[src/rtl/pad_dir_sched_pkg.sv]
// Shared types and defaults for the half-duplex pad direction scheduler.
// Benches at the pad level pick up TURN_DEF/IN_LAT_DEF from here.
package pad_dir_sched_pkg;

  typedef enum logic [1:0] {
    ST_IDLE = 2'd0,
    ST_TURN = 2'd1,
    ST_TX   = 2'd2,
    ST_RX   = 2'd3
  } state_t;

  typedef enum logic [1:0] {
    DIR_NONE = 2'd0,
    DIR_TX   = 2'd1,
    DIR_RX   = 2'd2
  } dir_t;

  localparam int TURN_DEF   = 2;
  localparam int IN_LAT_DEF = 2;
  localparam int TURN_CNT_W = 4;

  // Both pending: take the direction opposite the last one (TX when none yet).
  function automatic dir_t pick_dir(input logic tx_req, input logic rx_req, input dir_t last_dir);
    dir_t dir;
    if (tx_req && rx_req) begin
      dir = (last_dir == DIR_TX) ? DIR_RX : DIR_TX;
    end else if (tx_req) begin
      dir = DIR_TX;
    end else if (rx_req) begin
      dir = DIR_RX;
    end else begin
      dir = DIR_NONE;
    end
    return dir;
  endfunction

endpackage

[src/rtl/pad_dir_sched_if.sv]
// Requester-side bus of the pad direction scheduler: TX/RX request, grant and data.
// master = protocol engine side, slave = scheduler side.
interface pad_dir_sched_if #(
  parameter int WIDTH = 8,
  parameter int LENW  = 8
);

  logic             tx_req;
  logic [LENW-1:0]  tx_len;
  logic             tx_gnt;
  logic [WIDTH-1:0] tx_data;
  logic             tx_rd;

  logic             rx_req;
  logic [LENW-1:0]  rx_len;
  logic             rx_gnt;
  logic [WIDTH-1:0] rx_data;
  logic             rx_valid;

  modport master (
    output tx_req, tx_len, tx_data, rx_req, rx_len,
    input  tx_gnt, tx_rd, rx_gnt, rx_data, rx_valid
  );

  modport slave (
    input  tx_req, tx_len, tx_data, rx_req, rx_len,
    output tx_gnt, tx_rd, rx_gnt, rx_data, rx_valid
  );

endinterface

[src/rtl/pad_valid_pipe.sv]
// DEPTH-deep valid shift register with the pad input captured alongside its head.
// Synchronous active-low clear drops every in-flight valid bit.
module pad_valid_pipe #(
  parameter int WIDTH = 8,
  parameter int DEPTH = 2
) (
  input  logic             clk,
  input  logic             reset_l,
  input  logic             push,
  input  logic [WIDTH-1:0] din,
  output logic             valid,
  output logic [WIDTH-1:0] dout
);

  logic [DEPTH-1:0] sr;
  logic [DEPTH-1:0] sr_nxt;
  logic             head_in;

  generate
    if (DEPTH == 1) begin : g_depth1
      assign sr_nxt  = push;
      assign head_in = push;
    end else begin : g_depthn
      assign sr_nxt  = {sr[DEPTH-2:0], push};
      assign head_in = sr[DEPTH-2];
    end
  endgenerate

  // Data is only captured when a valid bit is about to reach the head.
  always_ff @(posedge clk) begin
    if (!reset_l) begin
      sr   <= '0;
      dout <= '0;
    end else begin
      sr <= sr_nxt;
      if (head_in) begin
        dout <= din;
      end
    end
  end

  assign valid = sr[DEPTH-1];

endmodule

[src/rtl/pad_dir_sched.sv]
// Half-duplex direction scheduler for a bank of registered bidir pads sharing one oe.
// Arbitrates TX/RX bursts, inserts a turnaround gap on direction changes, tags RX samples.
//
// state   | meaning
// --------+-------------------------------------------------------------
// IDLE    | evaluate requests, grant one, pick TURN or go straight in
// TURN    | bus turnaround, oe low, nothing sampled, TURN cycles long
// TX      | one tx_rd beat per cycle, count 0 is the last beat
// RX      | one sample cycle per beat, count 0 is the last beat
module pad_dir_sched
  import pad_dir_sched_pkg::*;
#(
  parameter int WIDTH  = 8,
  parameter int LENW   = 8,
  parameter int TURN   = TURN_DEF,
  parameter int IN_LAT = IN_LAT_DEF
) (
  input  logic                  clk,
  input  logic                  reset_l,
  pad_dir_sched_if.slave        bus,
  output logic [WIDTH-1:0]      pad_o,
  output logic                  pad_oe,
  input  logic [WIDTH-1:0]      pad_i,
  output logic                  busy
);

  localparam logic [TURN_CNT_W-1:0] TURN_LOAD = TURN_CNT_W'(TURN - 1);

  state_t                state, state_nxt;
  dir_t                  last_dir, last_dir_nxt;
  logic [LENW-1:0]       beat_cnt, beat_cnt_nxt;
  logic [TURN_CNT_W-1:0] turn_cnt, turn_cnt_nxt;

  dir_t       req_dir;
  logic       tx_gnt;
  logic       rx_gnt;
  logic       tx_rd;
  logic       sample;
  logic       rx_valid;
  logic [WIDTH-1:0] rx_data;

  assign req_dir = pick_dir(bus.tx_req, bus.rx_req, last_dir);

  always_ff @(posedge clk) begin
    if (!reset_l) begin
      state    <= ST_IDLE;
      last_dir <= DIR_NONE;
      beat_cnt <= '0;
      turn_cnt <= '0;
      pad_oe   <= 1'b0;
      pad_o    <= '0;
    end else begin
      state    <= state_nxt;
      last_dir <= last_dir_nxt;
      beat_cnt <= beat_cnt_nxt;
      turn_cnt <= turn_cnt_nxt;
      pad_oe   <= tx_rd;
      if (tx_rd) begin
        pad_o <= bus.tx_data;
      end
    end
  end

  always_comb begin
    state_nxt    = state;
    last_dir_nxt = last_dir;
    beat_cnt_nxt = beat_cnt;
    turn_cnt_nxt = turn_cnt;
    tx_gnt       = 1'b0;
    rx_gnt       = 1'b0;
    tx_rd        = 1'b0;
    sample       = 1'b0;

    case (state)
      ST_IDLE: begin
        if (req_dir != DIR_NONE) begin
          tx_gnt       = (req_dir == DIR_TX);
          rx_gnt       = (req_dir == DIR_RX);
          beat_cnt_nxt = (req_dir == DIR_TX) ? bus.tx_len : bus.rx_len;
          last_dir_nxt = req_dir;
          // last_dir doubles as the pending direction while in TURN.
          if ((last_dir != DIR_NONE) && (last_dir != req_dir)) begin
            state_nxt    = ST_TURN;
            turn_cnt_nxt = TURN_LOAD;
          end else begin
            state_nxt = (req_dir == DIR_TX) ? ST_TX : ST_RX;
          end
        end
      end

      ST_TURN: begin
        if (turn_cnt == '0) begin
          state_nxt = (last_dir == DIR_TX) ? ST_TX : ST_RX;
        end else begin
          turn_cnt_nxt = turn_cnt - 1'b1;
        end
      end

      ST_TX: begin
        tx_rd = 1'b1;
        if (beat_cnt == '0) begin
          state_nxt = ST_IDLE;
        end else begin
          beat_cnt_nxt = beat_cnt - 1'b1;
        end
      end

      ST_RX: begin
        sample = 1'b1;
        if (beat_cnt == '0) begin
          state_nxt = ST_IDLE;
        end else begin
          beat_cnt_nxt = beat_cnt - 1'b1;
        end
      end

      default: begin
        state_nxt = ST_IDLE;
      end
    endcase
  end

  pad_valid_pipe #(
    .WIDTH (WIDTH),
    .DEPTH (IN_LAT)
  ) u_valid_pipe (
    .clk     (clk),
    .reset_l (reset_l),
    .push    (sample),
    .din     (pad_i),
    .valid   (rx_valid),
    .dout    (rx_data)
  );

  assign bus.tx_gnt   = tx_gnt;
  assign bus.rx_gnt   = rx_gnt;
  assign bus.tx_rd    = tx_rd;
  assign bus.rx_valid = rx_valid;
  assign bus.rx_data  = rx_data;
  assign busy         = (state != ST_IDLE);

endmodule
[src/flat_wrapper.sv]
// flat-port wrapper written by rule: the top's interface ports become plain ports
module pad_dir_sched_flat import pad_dir_sched_pkg::*;
#(
  parameter int WIDTH  = 8,
  parameter int LENW   = 8,
  parameter int TURN   = TURN_DEF,
  parameter int IN_LAT = IN_LAT_DEF
)
  (clk, reset_l, pad_o, pad_oe, pad_i, busy, bus_tx_req, bus_tx_len, bus_tx_data, bus_rx_req, bus_rx_len, bus_tx_gnt, bus_tx_rd, bus_rx_gnt, bus_rx_data, bus_rx_valid);
  pad_dir_sched_if #(.WIDTH(WIDTH), .LENW(LENW)) bus_i ();
  input  logic clk;
  input  logic reset_l;
  output logic [WIDTH-1:0] pad_o;
  output logic pad_oe;
  input  logic [WIDTH-1:0] pad_i;
  output logic busy;
  input wire logic [$bits(bus_i.tx_req)-1:0] bus_tx_req;
  input wire logic [$bits(bus_i.tx_len)-1:0] bus_tx_len;
  input wire logic [$bits(bus_i.tx_data)-1:0] bus_tx_data;
  input wire logic [$bits(bus_i.rx_req)-1:0] bus_rx_req;
  input wire logic [$bits(bus_i.rx_len)-1:0] bus_rx_len;
  output wire logic [$bits(bus_i.tx_gnt)-1:0] bus_tx_gnt;
  output wire logic [$bits(bus_i.tx_rd)-1:0] bus_tx_rd;
  output wire logic [$bits(bus_i.rx_gnt)-1:0] bus_rx_gnt;
  output wire logic [$bits(bus_i.rx_data)-1:0] bus_rx_data;
  output wire logic [$bits(bus_i.rx_valid)-1:0] bus_rx_valid;
  assign bus_i.tx_req = bus_tx_req;
  assign bus_i.tx_len = bus_tx_len;
  assign bus_i.tx_data = bus_tx_data;
  assign bus_i.rx_req = bus_rx_req;
  assign bus_i.rx_len = bus_rx_len;
  assign bus_tx_gnt = bus_i.tx_gnt;
  assign bus_tx_rd = bus_i.tx_rd;
  assign bus_rx_gnt = bus_i.rx_gnt;
  assign bus_rx_data = bus_i.rx_data;
  assign bus_rx_valid = bus_i.rx_valid;
  pad_dir_sched #(.WIDTH(WIDTH), .LENW(LENW), .TURN(TURN), .IN_LAT(IN_LAT)) u_core (.clk(clk), .reset_l(reset_l), .bus(bus_i), .pad_o(pad_o), .pad_oe(pad_oe), .pad_i(pad_i), .busy(busy));
endmodule
[config.mk]
export PLATFORM = sky130hd
export DESIGN_NAME = pad_dir_sched_flat
export DESIGN_NICKNAME = d
export VERILOG_FILES = /design/src/rtl/pad_dir_sched_pkg.sv /design/src/rtl/pad_dir_sched_if.sv /design/src/rtl/pad_valid_pipe.sv /design/src/rtl/pad_dir_sched.sv /design/src/flat_wrapper.sv
export SDC_FILE = /design/constraint.sdc
export NUM_CORES = 1
export LEC_CHECK = 0
export BUFFER_PORTS_ARGS = -buffer_cell sky130_fd_sc_hd__buf_2
export CAP_MARGIN = 10
export CORE_UTILIZATION = 52
export CTS_BUF_LIST = sky130_fd_sc_hd__clkbuf_8
export CTS_CLUSTER_DIAMETER = 80
export DETAILED_ROUTE_END_ITERATION = 8
export PLACE_DENSITY = 0.81
export SETUP_SLACK_MARGIN = 0.05
export SLEW_MARGIN = 10
export SYNTH_ARGS = -nofsm -noshare
export SYNTH_HDL_FRONTEND = slang
export SYNTH_SLANG_ARGS = --single-unit
[constraint.sdc]
create_clock -name clk -period 1.9 [get_ports clk]
set_input_delay 0.38 -clock clk [delete_from_list [all_inputs] [get_ports clk]]
set_output_delay 0.38 -clock clk [all_outputs]
set_load 0.1 [all_outputs]
==> run metrics, run 1 <==
Synth Area in Adders 0.0277; syn nets 261; Worst EP arrival 1.47 ns; share of cells above drive strength 1 0.333; area delta synth->final 34.2%; most frequent cell after synthesis dfxtp_1; Placed Area 0.00228 mm^2; Post-synth EDFFs 0; CP Cell Sequence buf_6 > nor2_4 > clkinvlp_4 > nor2_4 > buf_12; clock skew 0.0126 ns; XOR/XNOR share of the synthesized area 0; top-area cell type share of the netlist area 0.387; CP max FO 7; critical path's top delay family buffers and inverters; final instance area 0.00243 mm^2; Distinct cells, synth 46; post-synthesis compound-gate area fraction 0.247; CTS tree yes; normalized max-slew margin 0.590; Residual DRC 0; TritonRoute pass-1 iters 4; Post-Synthesis Cells 221; Crit path top cell by count nor2_4; Worst-Skew Late Latency 0.29 ns; antenna cells 0; mux contribution to synthesized area 0.0498; drt total wl 4230 um; setup_tns 0 ns; FF+latch count, synth 35; Crit-path slowest cell dfxtp_2; Overall Global Routing Usage 0.240; Worst Reg-to-Reg Cells 4; boundary pin count 58; final setup vio count 0; Final Hold Slack 0.326 ns; core area 0.00334 mm^2; largest net degree at the start of global routing 21; Hold EP u_core.pad_o[3]; Clk pwr share 0.133; async set or reset register ratio after synthesis 0; sequential power share 0.269; power per cell area 1690 mW/mm^2; CTS H-tree lvls 2; CP max stage delay 0.33 ns; Yosys warnings 0; port buffer count 57; Die Area 0.00372 mm^2; Mean Syn Cell Area 8.19 um^2; final period utilization 0.975; die span in y 61.0 um; Crit path buffers/inverters 3; reg-to-reg slack, setup 0.17 ns; top cell type by total area after synthesis dfxtp_1; Vias 1820; CP Launch Type register; post-synthesis sequential area ratio 0.387; Setup CP Type register to output pin; Hold-fix buffers, CTS 0; layout net count 328; total gr overflow 0; NetSw 1970 uW; Fin. Hold Viols 0; beginning of the worst hold path bus_tx_data[3]; sw frac 0.481; GPL Wtd Cong 0.828; dominant cells by area after synthesis dfxtp_1, a21oi_1, mux2i_1; Initial Utilization 0.542; synthesized area 0.00181 mm^2; Worst-Margin Slew 0.608 ns; peak supply drop 1.15 mV; combinational power share 0.598; worst r2r src u_core.beat_cnt[2]; drt first-iter violations 68; Critical Path RT 1.52 ns; Vias/cell 5.45; status finished, final reports clean; P_int 2130 uW; HPWL after DPL 3060 um; cts bufs inserted 5; Max Cap Viol 0; hold path depth 3; Num Clock Sinks 35; crit end category output pin; initial antenna violation count 0; Worst R2R End u_core.state[0]; leakage power 0.00107 uW; vias in the first global route 1521; CTS max path bufs 2; first-pass GRT wire length 6550 um; fin crit period 1.85 ns; Clock Tree Root clkbuf_8; simple-gate share of the synthesized area 0.236; WL per Instance 12.7 um; Post-synth top cells dfxtp_1, nand2_1, a21oi_1, nor2_1, clkbuf_1; num rows 21; combinational family with the most area after synthesis compound AO/OA/AOI/OAI gates; Fmax 540 MHz; Clock transition at path regs 0.07 ns; ANT nets after route 0; leading register cell type out of synthesis dfxtp_1; HP Class input pin to register; Slew Limit Fails 0; RSZ-0062 raised after global routing yes; Die W 61.0 um
[sequential cells by signal, summed over array words and instances, names as in the netlist]
name                      count
u_core.beat_cnt               8
u_core.pad_o                  8
u_core.u_valid_pipe.dout      8
u_core.turn_cnt               4
u_core.last_dir               2
u_core.state                  2
u_core.u_valid_pipe.sr        2
u_core.pad_oe                 1
[tightest hold or removal path, cell delays in order]
cell,delay (ns)
buf_2,0.09
nand2_1,0.04
a21oi_1,0.05
[power by group through the flow]
stage / Sequential [uW] / Combinational [uW] / Clock (uW)
2_1_floorplan: 1470 / 1360 / 0
3_3_place_gp: 1100 / 2280 / 0
3_5_place_dp: 1100 / 2310 / 0
4_1_cts: 1090 / 2330 / 554
5_1_grt: 1140 / 2640 / 591
6_report: 1100 / 2450 / 544
[routing by layer]
metal  vias to the layer above  GRT usage  part of all wire
li1                        927          -                 -
met1                       825      0.300              0.45
met2                        66      0.399              0.49
met3                         2     0.0704             0.059
met4                         0     0.0779            0.0059
met5                         -          0                 0
[worst max-delay path by stage]
stage                                   from            endpoint  slack, ns  cells past startpoint
after floorplan              u_core.state[0]          bus_tx_gnt      -0.23                      4
after CTS                    u_core.state[1]          bus_tx_gnt       0.05                      5
after global routing         u_core.state[1]          bus_tx_gnt      -0.04                      5
after detailed placement  u_core.beat_cnt[1]  u_core.beat_cnt[0]       0.07                      7
final                        u_core.state[1]          bus_tx_gnt       0.05                      5
after global placement    u_core.beat_cnt[1]  u_core.beat_cnt[0]       0.16                      7
[per-stage QoR]
| stage | total power (uW) | utilization | cells | setup slack, ns |
|---|---|---|---|---|
| 2_1_floorplan | 2830 | - | 221 | -0.233 |
| 3_3_place_gp | 3380 | 0.683 | 322 | 0.160 |
| 3_5_place_dp | 3420 | 0.683 | 322 | 0.0719 |
| 4_1_cts | 3980 | 0.711 | 329 | 0.0514 |
| 5_1_grt | 4370 | 0.728 | 334 | -0.0353 |
| 6_report | 4100 | 0.728 | 334 | 0.0477 |
[cells by family after synthesis]
family,count (synthesis)
fa+ha+maj,4
buf+inv,25
flops,35
mux,9
simple gates,83
compound gates,65
[placed cells by master, fill, tap and decap left out, types with 4 or more instances in the layout]
cell type  Yosys  routed
buf_2          1      53
dfxtp_1       35      33
nand2_1       23      23
a21oi_1       18      17
buf_4          0      16
nor2_1        17      15
o21ai_0       11      11
inv_1         10       9
mux2i_1        9       9
nand3_1        8       8
and3_1         6       6
clkbuf_8       0       6
nor3_1         5       5
a211oi_1       5       5
nand2b_1       4       4
nand3b_1       4       4
a31oi_1        4       4
o31ai_1        4       4
buf_12         0       4
[layout make-up]
class                           instances  area, um^2
Timing Repair Buffer                   74         477
Tap cell                               46        57.6
Sequential cell                        35         703
Fill cell                             280         908
Clock inverter                          1        5.00
Clock buffer                            6        82.6
Inverter                               11        46.3
Multi-Input combinational cell        161        1060
[repair_timing]
| action | CTS | global route |
|---|---|---|
| pin swaps | 0 | 4 |
| gates cloned | 0 | 0 |
| buffers inserted | 0 | 5 |
| setup endpoints to repair | 1 | 4 |
| gates resized for setup | 1 | 5 |
Power figures use the tool's default switching activity.
==> run 2: changes to the inputs <==
- SETUP_SLACK_MARGIN: 0.05 -> default
==> run 2 against run 1 <==
Sequential power is essentially flat; clock power grew 26%; sequential share of layout area grew 0.11 points; routed wire length grew 2.4%; setup slack gained 0.00090 ns; total power grew 1.4%; register-to-register slack lost 0.06 ns; design area shrank 0.72%; utilization shrank 0.52 points; critical endpoint unchanged; highest routed layer unchanged.
==> run metrics, run 2 (same netlist as run 1, synthesis figures left out) <==
Overall Global Routing Usage 0.238; Max Cap Viol 0; RSZ-0062 raised after global routing yes; CP Launch Type register; GPL Wtd Cong 0.859; normalized max-slew margin 0.560; final period utilization 0.974; TritonRoute pass-1 iters 4; WL per Instance 13.1 um; vias in the first global route 1534; HP Class input pin to register; Slew Limit Fails 0; CP max stage delay 0.32 ns; drt first-iter violations 48; Fin. Hold Viols 0; commonest cells after routing, fill and taps aside buf_2, dfxtp_1, nand2_1; most common cell after layout, fill and taps aside buf_2; Hold EP u_core.pad_o[1]; Critical Path Source u_core.state[1]; die span in y 61.0 um; crit end category output pin; core area 0.00334 mm^2; Clock transition at path regs 0.07 ns; area delta synth->final 33.3%; Die W 61.0 um; Vias 1861; num rows 21; boundary pin count 58; final setup vio count 0; Cells after DPL 321; setup ws final 0.0486 ns; Worst Reg-to-Reg Cells 7; CP max FO 8; CTS tree yes; Setup CP Type register to output pin; CTS max path bufs 2; Placement Setup Slack 0.0905 ns; CP Cell Sequence buf_4 > nor2_4 > clkinvlp_4 > nor2_4 > buf_12; layout net count 324; Fmax 540 MHz; antenna cells 0; Critical Path RT 1.52 ns; hold path depth 3; drt total wl 4330 um; cts bufs inserted 5; Residual DRC 0; status finished, final reports clean; top flop regs u_core.beat_cnt (8), u_core.pad_o (8), u_core.u_valid_pipe.dout (8); Vias/cell 5.62; Worst-Skew Late Latency 0.28 ns; Initial Utilization 0.542; total gr overflow 0; leakage power 0.00106 uW; Worst-Margin Slew 0.653 ns; fin crit period 1.85 ns; peak supply drop 1.23 mV; Clock Tree Root clkbuf_8; worst r2r src u_core.beat_cnt[1]; Worst EP arrival 1.47 ns; Crit path top cell by count nor2_4; port buffer count 57; Num Clock Sinks 35; initial antenna violation count 0; ANT nets after route 0; Finished Layout Cells 331; beginning of the worst hold path bus_tx_data[1]; first-pass GRT wire length 6560 um; reg-to-reg slack, setup 0.11 ns; HPWL after DPL 3060 um; largest net degree at the start of global routing 20; Worst R2R End u_core.beat_cnt[0]; power per cell area 1730 mW/mm^2; Die Area 0.00372 mm^2; CTS H-tree lvls 2; share of cells above drive strength 1 0.316; Crit-path slowest cell dfxtp_1; clock skew 0.00562 ns
-- run 2: metal layers --
layer,track usage,vias up,part of all wire
li1,-,919,-
met1,0.297,857,0.46
met2,0.399,75,0.47
met3,0.0533,10,0.054
met4,0.0942,0,0.021
met5,0,-,0
-- run 2: worst max path at each step --
stage	endpoint	slack [ns]	cells after the start
after floorplan	bus_tx_gnt	-0.23	4
after global placement	u_core.beat_cnt[0]	0.16	7
after detailed placement	u_core.beat_cnt[0]	0.09	7
after CTS	bus_tx_gnt	0.05	5
after global routing	bus_tx_gnt	-0.01	5
final	bus_tx_gnt	0.05	5
-- run 2: area by class of cell --
type                       count  area [um^2]
multi-input combinational    161         1050
fill                         284          926
sequential                    35          701
timing repair buffer          70          443
clock buffer                   6         82.6
tap                           46         57.6
inverter                      11         46.3
clock inverter                 2         35.0
-- run 2: timing repair --
action	CTS	global route
gates resized for setup	0	1
setup buffers	0	2
hold buffers	0	0
endpoints found under the setup margin	0	2
-- run 2: where the power goes --
part	total [uW]	switching [uW]	internal, uW
combinational	2380	1520	852
sequential	1100	184	912
clock	687	263	424
total	4160	1970	2190
-- run 2: stage by stage --
| stage | utilization | hold slack (ns) | area (um^2) | setup TNS, ns | total power (uW) |
|---|---|---|---|---|---|
| floorplan | - | 0.462 | 1850 | -0.233 | 2830 |
| global placement | 0.681 | 0.439 | 2270 | 0 | 3360 |
| detailed placement | 0.681 | 0.447 | 2270 | 0 | 3410 |
| CTS | 0.716 | 0.324 | 2390 | 0 | 4100 |
| global route | 0.723 | 0.319 | 2410 | -0.0140 | 4400 |
| finish | 0.723 | 0.325 | 2410 | 0 | 4160 |
-- run 2: worst max-delay path: cells and delay by family, from the launching register on --
| kind | cells | cell delay, ns |
|---|---|---|
| AND/OR/NAND/NOR | 2 | 0.33 |
| flip-flops | 1 | 0.32 |
| buffers and inverters | 3 | 0.54 |
==> run 3: changes to the inputs <==
==> constraint.sdc (replaced) <==
create_clock -name clk -period 1.9 [get_ports clk]
set_input_delay 0.38 -clock clk [delete_from_list [all_inputs] [get_ports clk]]
set_output_delay 0.38 -clock clk [all_outputs]
set_load 0.01 [all_outputs]
==> run 3 against run 2 <==
Via count down 3.9%; maximum frequency increased by 3.4%; die area unchanged; clock power decreased by 13%; count of clock-buffer cells in the layout up 1; clock skew decreased by 0.00097 ns; first-iteration DRC count is 19% higher; critical path depth grew 2; global-route usage increased by 0.65 points; sequential share of layout area grew 1.3 points; final cell count shrank 0.60%; combinational power is 35% lower; largest cell class unchanged.
==> run metrics, run 3 (same netlist as run 1, synthesis figures left out) <==
Overall Global Routing Usage 0.245; final period utilization 0.942; Final Hold Slack 0.322 ns; crit end category register; CP Cell Sequence inv_1 > ha_2 > nor4bb_4 > a211oi_1 > buf_4 > and3_1 > o31a_1; Crit-path slowest cell nor4bb_4; WL per Instance 12.8 um; die span in y 61.0 um; CTS max path bufs 2; layout net count 322; most common cell after layout, fill and taps aside buf_2; Setup CP Type register to register; status finished, final reports clean; leakage power 0.00103 uW; HPWL after DPL 2970 um; HP Class input pin to register; Worst EP arrival 1.98 ns; initial antenna violation count 0; final setup vio count 0; Vias 1788; TritonRoute pass-1 iters 4; total gr overflow 0; ANT nets after route 0; area delta synth->final 27.7%; normalized max-slew margin 0.614; power per cell area 1410 mW/mm^2; peak supply drop 0.712 mV; Critical Path RT 2.09 ns; vias in the first global route 1468; CTS tree yes; cts bufs inserted 5; first-pass GRT wire length 6600 um; Slew Limit Fails 0; drt first-iter violations 57; CP max FO 6; num rows 21; Clock transition at path regs 0.07 ns; Pwr Total 3260 uW; CP Launch Type register; GPL Wtd Cong 0.826; antenna cells 0; Clock Tree Root clkbuf_8; Num Clock Sinks 35; Max Cap Viol 0; CP max stage delay 0.32 ns; clock skew 0.00465 ns; Fin. Hold Viols 0; Vias/cell 5.43; Residual DRC 0; Worst-Margin Slew 0.573 ns; largest net degree at the start of global routing 18; Worst-Skew Late Latency 0.29 ns; Initial Utilization 0.542; fillers 297; share of cells above drive strength 1 0.304; boundary pin count 58; port buffer count 57; top flop regs u_core.beat_cnt (8), u_core.pad_o (8), u_core.u_valid_pipe.dout (8); Die Area 0.00372 mm^2; commonest cells after routing, fill and taps aside buf_2, dfxtp_1, nand2_1; Fmax 558 MHz; core area 0.00334 mm^2; drt total wl 4210 um; Die W 61.0 um; fin crit period 1.79 ns; CTS H-tree lvls 2
## run 3: where the power goes
group	internal, uW	switching, uW
logic	731	812
registers	914	205
clock network	329	271
## run 3: through the flow
stage          std cells  cell area (um^2)   util  setup slack, ns  setup TNS (ns)
4_1_cts              329              2280  0.685           0.0128               0
3_5_place_dp         320              2170  0.651           0.0691               0
5_1_grt              329              2310  0.693         -0.00461        -0.00461
6_report             329              2310  0.693            0.109               0
2_1_floorplan        221              1810      -            0.153               0
3_3_place_gp         320              2170  0.651            0.164               0
## run 3: area by class of cell
class	count	area [um^2]	area share
Inverter	11	41.3	0.0179
Multi-Input combinational cell	161	1040	0.449
Clock inverter	1	7.51	0.00325
Sequential cell	35	702	0.304
Clock buffer	7	96.3	0.0417
Tap cell	46	57.6	0.0249
Timing Repair Buffer	68	368	0.159
## run 3: worst max-delay path, delay by kind of cell, from the launching register on
kind                     cells  cell delay, ns
flip-flops                   1            0.31
adder cells (fa/ha/maj)      1            0.21
AND/OR/NAND/NOR              2            0.49
buffers and inverters        2            0.28
AO/OA/AOI/OAI                2            0.39
## run 3: final timing paths
check,from,to,slack (ns),cells past startpoint
max,u_core.beat_cnt[1],u_core.beat_cnt[0],0.11,7
min,bus_tx_data[4],u_core.pad_o[4],0.32,3
max reg2reg,u_core.beat_cnt[1],u_core.beat_cnt[0],0.11,7
min reg2reg,u_core.pad_o[4],u_core.pad_o[4],0.46,2
## run 3: what timing repair did
action                     in CTS  in global routing
setup endpoints to repair       1                  5
setup buffers                   1                  0
resized for setup               0                  6
hold buffers                    0                  0
pin swaps                       0                  0
## run 3: per-layer routing
metal / part of all wire / wire (um) / vias up / GRT usage
met5: 0 / 0 / - / 0
li1: - / - / 914 / -
met2: 0.46 / 1920 / 69 / 0.381
met1: 0.48 / 2010 / 799 / 0.318
met3: 0.050 / 210 / 6 / 0.0597
met4: 0.018 / 74 / 0 / 0.117
